`src/rtl/fetch_defs.sv`:
```
// Shared fetch-side definitions: next-PC select codes, fetch FSM state codes
// and architectural constants, common to the fetch unit and the control unit.
package fetch_defs;

  typedef enum logic [1:0] {
    S_REQ   = 2'b00,
    S_ISSUE = 2'b01,
    S_FAULT = 2'b10
  } fetch_state_e;

  typedef enum logic [1:0] {
    PC_PLUS4  = 2'b00,
    PC_BRANCH = 2'b01,
    PC_JALR   = 2'b10,
    PC_HOLD   = 2'b11
  } pc_sel_e;

  localparam logic [31:0] NOP_INSTR        = 32'h0000_0013;
  localparam logic [31:0] DEFAULT_RESET_PC = 32'h0000_0000;
  localparam logic [31:0] INSTR_BYTES      = 32'd4;

  // Instruction words are 4-byte aligned; only the two low address bits matter.
  function automatic logic word_aligned(input logic [1:0] low_bits);
    return low_bits == 2'b00;
  endfunction

endpackage

```
`src/rtl/instruction_fetch_if.sv`:
```
// Instruction-memory read channel between the fetch unit (master) and the
// instruction memory (slave). Read data is qualified by mem_ack in the same cycle.
interface instruction_fetch_if;
  logic        mem_req;
  logic [31:0] mem_addr;
  logic        mem_ack;
  logic [31:0] mem_rdata;

  modport master (
    output mem_req,
    output mem_addr,
    input  mem_ack,
    input  mem_rdata
  );

  modport slave (
    input  mem_req,
    input  mem_addr,
    output mem_ack,
    output mem_rdata
  );
endinterface

```
`src/rtl/next_pc_calc.sv`:
```
// Combinational next-PC selection with word-alignment check of the result.
module next_pc_calc
  import fetch_defs::*;
(
  input  logic [31:0] pc,
  input  logic [1:0]  PC_sel,
  input  logic [31:0] branch_target,
  input  logic [31:0] jalr_target,
  output logic [31:0] next_pc,
  output logic        misaligned
);

  always_comb begin
    next_pc = pc + INSTR_BYTES;
    case (pc_sel_e'(PC_sel))
      PC_PLUS4:  next_pc = pc + INSTR_BYTES;
      PC_BRANCH: next_pc = branch_target;
      // JALR clears bit 0 of the computed target before use.
      PC_JALR:   next_pc = jalr_target & ~32'h0000_0001;
      PC_HOLD:   next_pc = pc;
      default:   next_pc = pc + INSTR_BYTES;
    endcase
    misaligned = !word_aligned(next_pc[1:0]);
  end

endmodule

```
`src/rtl/instruction_fetch.sv`:
```
// Instruction fetch unit: requests one word at pc, presents it to the control
// unit until it is consumed, then selects the next pc; misalignment or a
// memory timeout parks the unit in a sticky fault state until reset.
module instruction_fetch
  import fetch_defs::*;
#(
  parameter logic [31:0] RESET_PC = DEFAULT_RESET_PC,
  parameter int unsigned TIMEOUT  = 255
) (
  input  logic                clk,
  input  logic                reset,
  instruction_fetch_if.master mem,
  output logic [31:0]         instruction,
  output logic                instr_valid,
  output logic [31:0]         pc,
  output logic [31:0]         pc_plus4,
  input  logic                instr_done,
  input  logic                stall,
  input  logic [1:0]          PC_sel,
  input  logic [31:0]         branch_target,
  input  logic [31:0]         jalr_target,
  output logic                fault,
  output logic [31:0]         fault_pc
);

  localparam int unsigned     CNT_W    = (TIMEOUT < 2) ? 1 : $clog2(TIMEOUT);
  localparam logic [CNT_W-1:0] CNT_LAST = CNT_W'(TIMEOUT - 1);

  fetch_state_e     state;
  fetch_state_e     state_nxt;
  logic             run;
  logic             fetching;
  logic [CNT_W-1:0] wait_cnt;
  logic [31:0]      next_pc;
  logic             misaligned;
  logic             accept;
  logic             expire;
  logic             advance;

  next_pc_calc u_next_pc (
    .pc            (pc),
    .PC_sel        (PC_sel),
    .branch_target (branch_target),
    .jalr_target   (jalr_target),
    .next_pc       (next_pc),
    .misaligned    (misaligned)
  );

  assign accept  = fetching && mem.mem_ack;
  assign expire  = fetching && !mem.mem_ack && (wait_cnt == CNT_LAST);
  assign advance = (state == S_ISSUE) && instr_done && !stall
                   && (pc_sel_e'(PC_sel) != PC_HOLD);

  always_ff @(posedge clk or negedge reset) begin
    if (!reset) begin
      state <= S_REQ;
    end else begin
      state <= state_nxt;
    end
  end

  always_comb begin
    state_nxt = state;
    case (state)
      S_REQ: begin
        if (accept) begin
          state_nxt = S_ISSUE;
        end else if (expire) begin
          state_nxt = S_FAULT;
        end
      end
      S_ISSUE: begin
        if (advance) begin
          state_nxt = misaligned ? S_FAULT : S_REQ;
        end
      end
      S_FAULT: state_nxt = S_FAULT;
      default: state_nxt = S_REQ;
    endcase
  end

  // run holds the request off until the first clock edge after reset release.
  always_comb begin
    fetching    = 1'b0;
    instr_valid = 1'b0;
    fault       = 1'b0;
    case (state)
      S_REQ:   fetching    = run;
      S_ISSUE: instr_valid = 1'b1;
      S_FAULT: fault       = 1'b1;
      default: ;
    endcase
  end

  assign mem.mem_req  = fetching;
  assign mem.mem_addr = pc;
  assign pc_plus4     = pc + INSTR_BYTES;

  always_ff @(posedge clk or negedge reset) begin
    if (!reset) begin
      run         <= 1'b0;
      pc          <= RESET_PC;
      instruction <= NOP_INSTR;
      fault_pc    <= 32'h0000_0000;
      wait_cnt    <= '0;
    end else begin
      run <= 1'b1;
      case (state)
        S_REQ: begin
          if (accept) begin
            instruction <= mem.mem_rdata;
            wait_cnt    <= '0;
          end else if (expire) begin
            fault_pc <= pc;
          end else if (fetching) begin
            wait_cnt <= wait_cnt + CNT_W'(1);
          end
        end
        S_ISSUE: begin
          if (advance) begin
            if (misaligned) begin
              fault_pc <= next_pc;
            end else begin
              pc       <= next_pc;
              wait_cnt <= '0;
            end
          end
        end
        default: ;
      endcase
    end
  end

endmodule

```
`src/flat_wrapper.sv`:
```
// flat-port wrapper written by rule: the top's interface ports become plain ports
module instruction_fetch_flat import fetch_defs::*;
#(
  parameter logic [31:0] RESET_PC = DEFAULT_RESET_PC,
  parameter int unsigned TIMEOUT  = 255
)
  (clk, reset, instruction, instr_valid, pc, pc_plus4, instr_done, stall, PC_sel, branch_target, jalr_target, fault, fault_pc, mem_mem_req, mem_mem_addr, mem_mem_ack, mem_mem_rdata);
  instruction_fetch_if mem_i ();
  input  logic clk;
  input  logic reset;
  output logic [31:0] instruction;
  output logic instr_valid;
  output logic [31:0] pc;
  output logic [31:0] pc_plus4;
  input  logic instr_done;
  input  logic stall;
  input  logic [1:0] PC_sel;
  input  logic [31:0] branch_target;
  input  logic [31:0] jalr_target;
  output logic fault;
  output logic [31:0] fault_pc;
  output wire logic [$bits(mem_i.mem_req)-1:0] mem_mem_req;
  output wire logic [$bits(mem_i.mem_addr)-1:0] mem_mem_addr;
  input wire logic [$bits(mem_i.mem_ack)-1:0] mem_mem_ack;
  input wire logic [$bits(mem_i.mem_rdata)-1:0] mem_mem_rdata;
  assign mem_mem_req = mem_i.mem_req;
  assign mem_mem_addr = mem_i.mem_addr;
  assign mem_i.mem_ack = mem_mem_ack;
  assign mem_i.mem_rdata = mem_mem_rdata;
  instruction_fetch #(.RESET_PC(RESET_PC), .TIMEOUT(TIMEOUT)) u_core (.clk(clk), .reset(reset), .mem(mem_i), .instruction(instruction), .instr_valid(instr_valid), .pc(pc), .pc_plus4(pc_plus4), .instr_done(instr_done), .stall(stall), .PC_sel(PC_sel), .branch_target(branch_target), .jalr_target(jalr_target), .fault(fault), .fault_pc(fault_pc));
endmodule
```
`config.mk`:
```
export PLATFORM = sky130hd
export DESIGN_NAME = instruction_fetch_flat
export DESIGN_NICKNAME = d
export VERILOG_FILES = /design/src/rtl/fetch_defs.sv /design/src/rtl/instruction_fetch_if.sv /design/src/rtl/next_pc_calc.sv /design/src/rtl/instruction_fetch.sv /design/src/flat_wrapper.sv
export SDC_FILE = /design/constraint.sdc
export NUM_CORES = 1
export LEC_CHECK = 0
export ABC_AREA = 0
export BUFFER_PORTS_ARGS = -buffer_cell sky130_fd_sc_hd__clkbuf_2
export CORE_MARGIN = 2
export CORE_UTILIZATION = 50
export CTS_CLUSTER_SIZE = 10
export DETAILED_ROUTE_END_ITERATION = 6
export PLACE_DENSITY = 0.82
export SYNTH_ARGS = -nofsm -noshare
export SYNTH_HDL_FRONTEND = slang
export SYNTH_SLANG_ARGS = --single-unit
```
`constraint.sdc`:
```
create_clock -name clk -period 6.5 [get_ports clk]
set_clock_uncertainty 0.15 [all_clocks]
set_input_delay 0.65 -clock clk [delete_from_list [all_inputs] [get_ports clk]]
set_output_delay 0.65 -clock clk [all_outputs]
set_load 0.02 [all_outputs]
```
==> results of run 1 <==
## worst max-delay path, cell delays in order (launching register included)
cell and delay (ns):
sky130_fd_sc_hd__dfrtp_1 0.54, sky130_fd_sc_hd__ha_1 0.35, sky130_fd_sc_hd__and4_1 0.36, sky130_fd_sc_hd__nand2_1 0.23
sky130_fd_sc_hd__nor4_1 0.45, sky130_fd_sc_hd__and3_1 0.35, sky130_fd_sc_hd__xor2_1 0.17, sky130_fd_sc_hd__clkbuf_2 0.18
## through the flow
stage | hold WS, ns | power [mW] | setup slack [ns] | cell area, um^2 | instances
6_report | 0.0892 | 3.66 | 2.70 | 8040 | 1168
3_3_place_gp | 0.294 | 3.04 | 2.75 | 7720 | 1151
5_1_grt | 0.119 | 3.89 | 2.54 | 8040 | 1167
3_5_place_dp | 0.301 | 3.08 | 2.68 | 7720 | 1151
4_1_cts | 0.0970 | 3.66 | 2.72 | 8040 | 1167
2_1_floorplan | 0.204 | 2.54 | 3.36 | 6630 | 802
## cell families (layout without fill, tap and decap cells)
family | Yosys count | in the layout | synth area share, %
muxes | 20 | 20 | 3.91
AOI/OAI and AO/OA | 211 | 211 | 20.7
buffers and inverters | 112 | 301 | 8.72
adders and majority gates | 3 | 3 | 0.567
DFF | 107 | 107 | 40.5
xor gates and xnor gates | 25 | 25 | 3.30
other | 1 | 2 | 0.0566
and+or+nand+nor | 323 | 323 | 22.3
## power breakdown
part           switching, mW  internal [mW]  total (mW)  leakage [nW]
registers              0.356          0.941        1.30          1.36
clock network          0.299          0.279       0.578         0.154
logic                   1.17          0.615        1.79          2.49
total                   1.83           1.84        3.66          4.00
## placed cells by master (no fill, tap or decap), types with 6 or more instances in the layout
master,n
sky130_fd_sc_hd__a211oi_1,6
sky130_fd_sc_hd__a21o_1,7
sky130_fd_sc_hd__a21oi_1,39
sky130_fd_sc_hd__a31oi_1,10
sky130_fd_sc_hd__and3_1,10
sky130_fd_sc_hd__buf_4,13
sky130_fd_sc_hd__clkbuf_16,9
sky130_fd_sc_hd__clkbuf_2,263
sky130_fd_sc_hd__dfrtp_1,104
sky130_fd_sc_hd__inv_1,8
sky130_fd_sc_hd__mux2_2,7
sky130_fd_sc_hd__mux2i_1,9
sky130_fd_sc_hd__nand2_1,174
sky130_fd_sc_hd__nand2b_1,6
sky130_fd_sc_hd__nand3_1,16
sky130_fd_sc_hd__nand4_1,12
sky130_fd_sc_hd__nor2_1,54
sky130_fd_sc_hd__nor3_1,6
sky130_fd_sc_hd__nor4_1,8
sky130_fd_sc_hd__o211ai_1,10
sky130_fd_sc_hd__o21a_1,11
sky130_fd_sc_hd__o21ai_0,70
sky130_fd_sc_hd__o31ai_1,8
sky130_fd_sc_hd__o41ai_1,6
sky130_fd_sc_hd__or3_1,6
sky130_fd_sc_hd__xnor2_1,15
sky130_fd_sc_hd__xor2_1,10
## area by class of cell
cell class	count	area [um^2]
tap	176	220
clock buffer	9	225
clock inverter	7	93.8
sequential	107	2680
antenna	1	2.50
inverter	9	33.8
timing repair buffer	276	1410
fill	1167	5050
multi-input combinational	583	3370
## flip-flops by register name (all words and copies together) (netlist names)
| register | cells |
|---|---|
| u_core.fault_pc | 32 |
| u_core.wait_cnt | 8 |
| u_core.state | 2 |
| u_core.run | 1 |
| u_core.instruction | 32 |
| u_core.mem.mem_addr | 32 |
## per-layer routing
metal | vias to the layer above | routed length, um | GRT usage (%)
li1 | 3152 | - | -
met1 | 3236 | 8320 | 38.6
met2 | 380 | 10100 | 49.1
met3 | 66 | 2170 | 6.47
met4 | 0 | 770 | 13.0
met5 | - | 0 | 0
## path summary, 6_finish.rpt
| path | start | to | slack (ns) | depth (start not counted) |
|---|---|---|---|---|
| max | u_core.mem.mem_addr[2] | pc_plus4[30] | 2.70 | 7 |
| max in group asynchronous | reset | u_core.fault_pc[3] | 4.82 | 2 |
| max reg2reg | u_core.state[1] | u_core.fault_pc[7] | 2.98 | 7 |
| min reg2reg | u_core.instruction[1] | u_core.instruction[1] | 0.31 | 2 |
| min | reset | u_core.fault_pc[19] | 0.09 | 1 |
| min in group clk | mem_mem_rdata[4] | u_core.instruction[4] | 0.29 | 3 |
==> impl_summary.md, run 1 <==
Finish
Cells with a size suffix above 1 make up roughly 32% of the layout. Compared with the post-synthesis result, the final layout area differs by 21.3%. For this run, the post-layout net count is 1092.

The utilization of the core after routing is just over 60%.

Floorplanning
The number of placement rows is between 40 and 50. ~270 I/O pins were placed. The die covers 14200 um^2. The initial utilization of the core area, before any placement, comes to 50.6%. After floorplanning, the core was sized to cover roughly 13000 um^2. From bottom edge to top edge, the die measures between 100 and 150 um. From left edge to right edge, the die measures 119 um.

Yosys
The number of different library cells in the post-synthesis netlist is 69. By area the synthesized netlist is led by sky130_fd_sc_hd__dfrtp_1 39%, sky130_fd_sc_hd__nand2_1 9.9%, sky130_fd_sc_hd__o21ai_0 5.3%, sky130_fd_sc_hd__buf_4 4.2%, sky130_fd_sc_hd__nor2_1 3.1%. In this run, synthesis produced a sequential element count of 107. The sequential-to-total area share from yosys stat is between 40% and 50%.

The post-synthesis cell type with the largest combined area is sky130_fd_sc_hd__dfrtp_1. The number of synthesized flops with an enable pin is 0. The post-synthesis async set-or-reset flop share is 100%.

After synthesis, the mean cell area works out to 8.26 um^2. The share of the synthesized area in the top cell type is about two fifths. Ranked by instance count, the synthesized netlist is headed by 174 x sky130_fd_sc_hd__nand2_1, 104 x sky130_fd_sc_hd__dfrtp_1, 70 x sky130_fd_sc_hd__o21ai_0.

The number of nets in the synthesized netlist is between 900 and 1000. The area of the mapped netlist is between 6000 and 7000 um^2. The most frequent cell after synthesis is sky130_fd_sc_hd__nand2_1. After technology mapping, the gate count stands at 802. The count of warnings emitted by yosys is 0. In the synthesized netlist the dominant register cell turns out to be sky130_fd_sc_hd__dfrtp_1.

Global routing
Entering global routing, the biggest net connects 73 pins. The first-pass GRT wire length is around 34000 um. The via count of the first global-routing pass is approximately 6400.

The initial antenna violation count came to 1. Global routing used between 30% and 40% of the available tracks. The total overflow left after global routing is 0.

Drt
The detailed router finished its first iteration with between 800 and 900 violations. The wire length per cell after detailed routing is around 18 um. Using the TritonRoute via totals, the vias-per-cell ratio works out to a little under 6. The post-detailed-route DRC marker count is 0. The final layout contains routed wiring with a total length of ~21000 um. The count of nets left with antenna violations once routing finished came out at 0. The final route contains 6834 vias. For this run, the detailed router's first-pass iteration total came to 5.

Clock network
Counting every sink on the clock net gives about 110. The clock input transition at the sequential cells of the worst setup and hold paths is around 0.080 ns. The number of cells upsized or downsized after cts is 0. CTS placed an instance of sky130_fd_sc_hd__clkbuf_16 at the clock tree root.

The number of H-tree branching levels is 3. The total clock buffers created by CTS is 9. The clock insertion delay at the later pin of the skew report is between 0.3 and 0.4 ns. TritonCTS built the clock tree. The cts-stage hold buffer count is 0.

No sink is reached through more buffers than the 2 on the longest clock path. After clock tree synthesis, the setup repair step added 0 buffers.

STA
The minimum period implied by the final worst setup slack is approximately 3.8 ns. The number of hold-slack violations in the final timing report is 0. The final critical path takes up 58.5% of the cycle. The sum of negative setup slack is 0 ns. The slew at the pin closest to its max-slew limit is about 1.2 ns. Derived from the worst setup path, the maximum achievable clock frequency is between 0.2 and 0.3 GHz. Setup repair after global routing left no endpoint under its margin. The count of pins over their slew limit is 0.

Setup violations remaining at the end of the flow were counted as 0. Headroom to the max-slew limit came out at a little over a fifth.

Placement
Input and output buffers added on the ports amount to roughly 260. Routability-driven placement finished with a final weighted congestion of approximately 0.9. The HPWL after detailed placement is roughly 15000 um.

Worst setup path
The nature of the critical path startpoint is a flip-flop. For the worst setup path, the data required time is between 5 and 6 ns. The type of the worst setup path is flip-flop to output port. The arrival time of data at the critical path endpoint is approximately 3 ns. STA classifies the critical path endpoint as an output port. Along the worst path, the maximum fanout reaches 9.

Pwr
The power density over the cells is 455 nW/um^2. Summed over all cells, the static leakage comes to approximately 4.0 nW. The maximum vdd drop is between 200 and 300 uV.

Hold path
The min-delay analysis places its worst path in the category input port to asynchronous set/reset pin.

Run status
The run finished with clean final reports.

Flow run
The max capacitance violation total is 0.
Power figures use the tool's default switching activity.
==> run 2: changes to the inputs <==
--- a/config.mk
+++ b/config.mk
@@ -5,13 +5,13 @@
 export SDC_FILE = /design/constraint.sdc
 export NUM_CORES = 1
 export LEC_CHECK = 0
-export ABC_AREA = 0
+export ABC_AREA = 1
 export BUFFER_PORTS_ARGS = -buffer_cell sky130_fd_sc_hd__clkbuf_2
 export CORE_MARGIN = 2
-export CORE_UTILIZATION = 50
+export CORE_UTILIZATION = 49
 export CTS_CLUSTER_SIZE = 10
 export DETAILED_ROUTE_END_ITERATION = 6
-export PLACE_DENSITY = 0.82
+export PLACE_DENSITY = 0.81
 export SYNTH_ARGS = -nofsm -noshare
 export SYNTH_HDL_FRONTEND = slang
 export SYNTH_SLANG_ARGS = --single-unit
==> constraint.sdc (replaced) <==
create_clock -name clk -period 3.6 [get_ports clk]
set_clock_uncertainty 0.15 [all_clocks]
set_input_delay 0.36 -clock clk [delete_from_list [all_inputs] [get_ports clk]]
set_output_delay 0.36 -clock clk [all_outputs]
set_load 0.02 [all_outputs]
==> run 2 against run 1 <==
  * The flow now finishes with violations (hold timing)
  * Largest cell class unchanged
  * Core utilization is 0.14 points lower
  * Clock power rose by 68%
  * Routed wire length shrank 3.9%
  * Die area increased by 1.7%
  * Worst hold slack got worse by 0.12 ns
==> impl_summary.md, run 2 <==
Global routing
The first-pass GRT wire length is approximately 33000 um. The total overflow left after global routing is 0. In the global route stage, overall resource usage came out at 28.7%. The initial antenna violation count is 0. The via count of the first global-routing pass is 6505. The maximum number of pins on one net before global-route repair is 70.

STA
Setup violations remaining at the end of the flow were counted as 0. The minimum period implied by the final worst setup slack is slightly below 3 ns. Based on the critical path, the design can be clocked at up to ~0.34 GHz. The number of hold-slack violations in the final timing report is 13.

The count of pins over their slew limit is 0. On the final layout, the worst hold slack is -0.0292 ns. After routing, the total negative slack on setup checks comes to 0 ns. The worst slew slack as a fraction of its limit is 36.1%. For the pin with the worst max-slew slack, the measured transition is ~0.95 ns. Dividing the final minimum period by the clock period gives between 80% and 90%. Setup repair after global routing left no endpoint under its margin.

Clock network
The post-CTS setup buffer count is 0. The number of buffers on the longest clock path is 2. The clock tree synthesis step divided the H-tree into 3 levels. The number of cells upsized or downsized after cts is 0. The cts-stage hold buffer count is 0. The total clock buffers created by CTS is 9. The clock input transition at the sequential cells of the worst setup and hold paths is roughly 0.08 ns. The clock insertion delay at the later pin of the skew report is about 0.36 ns.

The root buffer cell chosen for the clock tree is sky130_fd_sc_hd__clkbuf_16. The CTS tree is built. Clock tree synthesis found a total of 107 sinks.

Floorplanning
The initial utilization of the core area, before any placement, comes to between 50 and 60%. The die span in y is between 100 and 150 um. The floorplan step set the die width to 120 um. approximately 270 I/O pins were placed. The area of the core region is roughly 13000 um^2. In this run the core area contains 42 standard-cell rows. The die footprint is roughly 14000 um^2.

Yosys
The cell area that synthesis handed to floorplanning was about 6600 um^2. The count of warnings emitted by yosys is 0. The mean post-synth cell area is between 6 and 7 um^2. The dominant synthesized flop cell is sky130_fd_sc_hd__dfrtp_1. Synthesis instantiated 40 different standard cells from the library. Counting every net in the synthesized netlist gives 1085. The post-synthesis cell type with the largest combined area is sky130_fd_sc_hd__dfrtp_1. Yosys mapped a number of flops with a built-in enable equal to 0. The commonest cells after synthesis are 420 x sky130_fd_sc_hd__nand2_1, 106 x sky130_fd_sc_hd__nor2_1, 104 x sky130_fd_sc_hd__dfrtp_1. The share of the synthesized area in the top cell type is 39.4%.

The synthesized design contains around 110 register bits. Yosys attributes the largest share of cell area to sky130_fd_sc_hd__dfrtp_1 39%, sky130_fd_sc_hd__nand2_1 24%, sky130_fd_sc_hd__nor2_1 6.0%, sky130_fd_sc_hd__nand3_1 4.9%, sky130_fd_sc_hd__buf_4 4.3%. Synthesis produced roughly 980 cells. Counting flops with an async set or reset pin after synthesis yields a share of 100%.

Among all cell types in the netlist, the one instantiated most often is sky130_fd_sc_hd__nand2_1. The sequential-to-total area share from yosys stat is around two fifths.

Finish
The share of layout cells above drive strength 1 is roughly 26%. Counting the fill cells in the layout gives ~1300. The area growth from synthesis to layout is 22.3%.

The repair_antennas step left the layout with diodes totalling 0. The utilization of the core after routing is 61.3%. The final layout contains ~1300 nets. Leaving out fill and tap cells, the most frequent cell in the layout is sky130_fd_sc_hd__nand2_1. The library cells used most frequently in the layout, excluding fill and tap cells, are 420 x sky130_fd_sc_hd__nand2_1, 263 x sky130_fd_sc_hd__clkbuf_2, 104 x sky130_fd_sc_hd__nor2_1, 104 x sky130_fd_sc_hd__dfrtp_1, 70 x sky130_fd_sc_hd__inv_1.

Flow run
Across the run, the number of max-cap violations was 0.

Placement
The HPWL after detailed placement is ~15000 um. The number of buffer cells added on primary ports is between 200 and 300. At the end of routability-driven placement, the weighted congestion stood at 0.872.

Drt
The total routed wirelength is about 20000 um. The iteration count of the initial detailed-routing pass is 5. In the final routed layout, each cell accounts on average for about 15 um. For this block, the initial DRC count from the detailed router was about 500. After detailed routing, the number of remaining DRC violations is 0. Using the TritonRoute via totals, the vias-per-cell ratio works out to just over 5. Summing over every cut layer, the via total after detailed routing is 7087.

The detail route stage leaves a number of antenna-violating nets equal to 0.

Worst setup path
STA classifies the critical path endpoint as an output port. The largest stage delay on the critical path is roughly 0.47 ns. The nature of the critical path startpoint is a flip-flop. At the worst endpoint, the arrival time is roughly 2.4 ns. Traced cell by cell, the critical path runs through ha_1, nand2_1, nor2_1, nand2_1, nor2_1, nand3_1, nand2_1, clkbuf_2.

The most used cell along the critical path is sky130_fd_sc_hd__nand2_1. Counting cells, the worst reg-to-reg path comes to 12. On the critical path, the stage with the largest delay is an instance of sky130_fd_sc_hd__dfrtp_1.

The critical path data required time is a little over 3 ns. The worst-path maximum fanout is 7. The type of the worst setup path is flip-flop to output port.

Run status
The final reports fail on hold timing. The flow ran to the end, but the final reports show violations.

Pwr
The leakage power of the design is between 4 and 5 nW. Dividing total power by cell area gives a power density of around 920 nW/um^2. The worst-case IR drop observed on VDD is between 400 and 500 uV.

Hold path
The worst hold path class is input port to asynchronous set/reset pin.
-- run 2: changes by cell type after synthesis, sizes merged, moves of 9 or more --
cell	previous run	this run
o21a	11	1
a21oi	40	13
clkbuf	48	15
and3	11	0
nor2	54	109
mux2i	9	0
a31oi	10	1
nand2	174	422
nand4	13	3
inv	8	74
nand3	18	66
o21ai	70	60
xnor2	15	0
-- run 2: final timing paths --
kind	startpoint	end	slack (ns)
hold reg to reg	u_core.instruction[12]	u_core.instruction[12]	0.32
setup / recovery	u_core.mem.mem_addr[2]	pc_plus4[28]	0.67
setup reg to reg	u_core.mem.mem_addr[2]	u_core.fault_pc[28]	1.17
min in group clk	mem_mem_rdata[0]	u_core.instruction[0]	0.03
hold / removal	reset	u_core.fault_pc[4]	-0.03
max in group asynchronous	reset	u_core.instruction[0]	2.45
-- run 2: cell families after synthesis --
family                     share of synthesized area (%)
AOI/OAI and AO/OA                                   9.12
xor gates and xnor gates                            1.32
adders and majority gates                          0.568
buffers and inverters                               11.0
DFF                                                 40.6
other                                             0.0567
and+or+nand+nor                                     37.3
-- run 2: layout make-up --
class                      count  area, um^2  area share, %
timing repair buffer         273        1400           17.4
multi-input combinational    725        3210           39.7
clock buffer                  11         253           3.13
sequential                   107        2680           33.2
tap                          176         220           2.72
inverter                      75         284           3.51
clock inverter                 5        36.3          0.449
-- run 2: critical path, delay by kind of cell, from the launching register on --
family	cells	cell delay, ns
buffers and inverters	1	0.18
adder cells (fa/ha/maj)	1	0.25
AND/OR/NAND/NOR	6	1.17
flip-flops	1	0.47
-- run 2: metrics by stage --
stage               cells  cell area, um^2  power, mW  worst slack, ns
floorplan             979             6610       5.20             1.38
global placement     1356             7790       6.39            0.905
detailed placement   1356             7790       6.48            0.814
CTS                  1372             8080       7.46            0.642
global route         1372             8080       8.04            0.446
finish               1372             8080       7.44            0.668
-- run 2: power breakdown --
group / total [mW] / leakage (nW) / internal [mW] / switching [mW]
Sequential: 2.38 / 1.33 / 1.76 / 0.617
Combinational: 4.09 / 3.00 / 1.27 / 2.82
Clock: 0.971 / 0.146 / 0.510 / 0.460
Total: 7.44 / 4.47 / 3.54 / 3.90
-- run 2: routing by layer --
metal	wire (um)	up-vias	global-route usage, %
li1	-	3461	-
met1	8170	3246	35.2
met2	9830	352	48.2
met3	2210	28	9.41
met4	341	0	8.53
met5	0	-	0
==> run 3: changes to the inputs <==
==> constraint.sdc (replaced) <==
create_clock -name clk -period 3.05 [get_ports clk]
set_clock_uncertainty 0.15 [all_clocks]
set_input_delay 0.305 -clock clk [delete_from_list [all_inputs] [get_ports clk]]
set_output_delay 0.305 -clock clk [all_outputs]
set_load 0.02 [all_outputs]
==> run 3 against run 2 <==
  * The run now ends clean
  * Die area did not move
  * Clock power is 24% higher
  * Register-to-register slack got worse by 0.39 ns
  * Critical path depth fell by 1
  * Via count increased by 2.4%
  * Clock-buffer cell count fell by 1
  * Final cell count increased by 2.2%
  * Design area up 3.9%
  * Largest power group unchanged
==> impl_summary.md, run 3 (synthesis results as in run 2) <==
Worst setup path
The nature of the critical path startpoint is a flip-flop. The worst-path maximum fanout is 7. The type of the worst setup path is flip-flop to output port. The critical path goes through ha_1, nand2_1, nor2_1, nand2_1, nor2_1, xor2_1, clkbuf_2. Tracing the worst setup path back leads to its startpoint at u_core.mem.mem_addr[2]. The type of element capturing the critical path is an output port. The largest stage delay on the critical path is 0.46 ns. The startpoint of the most critical register-to-register path is u_core.mem.mem_addr[2].

Data arrives at the worst endpoint at 2.31 ns. The critical-path cell with the highest stage delay is sky130_fd_sc_hd__dfrtp_1. The critical path data required time is 2.59 ns.

Pwr
Overall power consumption after layout is estimated at around 9 mW. The leakage power of the design is between 4 and 5 nW. The worst-case IR drop observed on VDD is approximately 660 uV. The power density over the cells is between 1000 and 1500 nW/um^2.

Global routing
The via count of the first global-routing pass is approximately 6600. After global routing the overflow that remains totals 0. The initial antenna violation count came to 0. Entering global routing, the biggest net connects 72 pins. The first-pass GRT wire length is about 33000 um. Across every metal layer, demand over resource in global routing totals between 20% and 30%.

Floorplanning
For this configuration, the core starts out at a cell density of between 50% and 60%. In this run the vertical extent of the chip is roughly 120 um. In this run the core area contains between 40 and 50 standard-cell rows. From left edge to right edge, the die measures ~120 um. The total I/O pin count is 266.

The die footprint is roughly 14000 um^2. The area of the core region is approximately 13000 um^2.

Clock network
In this run, CTS created clock tree buffers numbering 9. The CTS tree is built. The clock insertion delay at the later pin of the skew report is about 0.36 ns. The number of sinks on the clock net is ~110. The number of H-tree branching levels is 3. Once the clock tree was built, the setup fixing pass inserted 0 buffers. Clock-pin slew was measured on the worst setup and hold paths at roughly 0.070 ns. The clock root buffer master is sky130_fd_sc_hd__clkbuf_16.

The number of buffers on the longest clock path is 2.

Placement
At the end of routability-driven placement, the weighted congestion stood at approximately 0.9. The number of buffer cells added on primary ports is 264. The HPWL after detailed placement is 14800 um. The instance count after placement with tap cells included is 1359.

Drt
The wire length per cell after detailed routing is roughly 15 um. The post-detailed-route DRC marker count is 0. Using the TritonRoute via totals, the vias-per-cell ratio works out to roughly 5.2. The total routed wirelength is between 20000 and 25000 um.

Summing over every cut layer, the via total after detailed routing is 7260. The iteration count of the initial detailed-routing pass is 5. The detailed router finished its first iteration with 648 violations.

The antenna violation net count after detailed routing is 0.

Hold path
The launch instance of the worst min-delay path is mem_mem_rdata[28]. The worst hold path class is input port to flip-flop.

Finish
The post-layout net count is 1327. The most common cell after layout, fill and taps aside is sky130_fd_sc_hd__nand2_1. Cells fill 63.7% of the core in the end. The count of cells in the finished layout, fillers not included, comes to 1402.

The share of layout cells above drive strength 1 is roughly a quarter. Summing all multi-input logic gate instances after layout gives roughly 3200 um^2. The combined flip-flop and latch cell area is roughly 2700 um^2. The area growth from synthesis to layout is 27.0%.

The top cell types in the final layout, fill and taps aside, are 420 x sky130_fd_sc_hd__nand2_1, 263 x sky130_fd_sc_hd__clkbuf_2, 104 x sky130_fd_sc_hd__dfrtp_1, 103 x sky130_fd_sc_hd__nor2_1, 70 x sky130_fd_sc_hd__inv_1. The number of fillers in the final layout is approximately 1200. The repair_antennas step left the layout with diodes totalling 0.

STA
The minimum period implied by the final worst setup slack is roughly 2.8 ns. The number of hold-slack violations in the final timing report was 0. The sum of negative setup slack is 0 ns.

The slew at the pin closest to its max-slew limit is about 0.66 ns. Setup repair after global routing left no endpoint under its margin. The final setup violation count is 0. After layout, the worst path uses roughly 90% of the clock period. Static timing analysis puts the maximum clock frequency at about 0.36 GHz. The worst slew slack as a fraction of its limit is 55.9%. The count of pins over their slew limit was 0.

Run status
The run finished with clean final reports.

Flow run
The tool flagged a number of max-cap violations equal to 0.
## run 3: final cells by class
cell class	count	area share (%)
Sequential cell	107	31.9
Inverter	75	3.38
Timing Repair Buffer	303	20.4
Tap cell	176	2.62
Multi-Input combinational cell	725	38.2
Clock inverter	6	0.775
Clock buffer	10	2.73
## run 3: report_power, final
group	switching [mW]	total, mW	internal, mW
registers	0.702	2.78	2.08
clock network	0.557	1.20	0.641
logic	3.38	4.92	1.54
total	4.64	8.90	4.26
## run 3: worst max-delay path, delay by kind of cell, from the launching register on
family                     cells  cell delay (ns)
and+or+nand+nor                4             0.74
adders and majority gates      1             0.25
buffers and inverters          1             0.23
DFF                            1             0.46
xor gates and xnor gates       1             0.26
## run 3: worst paths after layout
kind / depth (start not counted) / slack, ns / to
setup / recovery: 7 / 0.28 / pc_plus4[14]
hold / removal: 3 / 0.02 / u_core.instruction[28]
setup reg to reg: 12 / 0.78 / u_core.fault_pc[30]
hold reg to reg: 2 / 0.31 / u_core.instruction[1]
max in group asynchronous: 3 / 1.65 / u_core.instruction[4]
min in group asynchronous: 2 / 0.30 / u_core.fault_pc[3]
## run 3: repair_timing
| item | 4_1_cts | 5_1_grt |
|---|---|---|
| resized for setup | 0 | 1 |
| endpoints found under the hold margin | 62 | 0 |
| setup endpoints to repair | 0 | 2 |
| hold buffers | 27 | 0 |
## run 3: through the flow
stage	cell area, um^2	hold slack [ns]	setup WS (ns)
5_1_grt	8400	0.0136	0.0573
3_5_place_dp	7830	0.161	0.477
2_1_floorplan	6610	-0.141	0.848
6_report	8400	0.0215	0.282
4_1_cts	8390	0.00156	0.196
3_3_place_gp	7830	0.154	0.529
## run 3: per-layer routing
metal  up-vias  routed length, um  global-route usage, %
met2       369              10200                   49.6
li1       3528                  -                      -
met4         0                545                   11.6
met1      3327               8500                   36.3
met3        36               2200                   8.70
met5         -                  0                      0
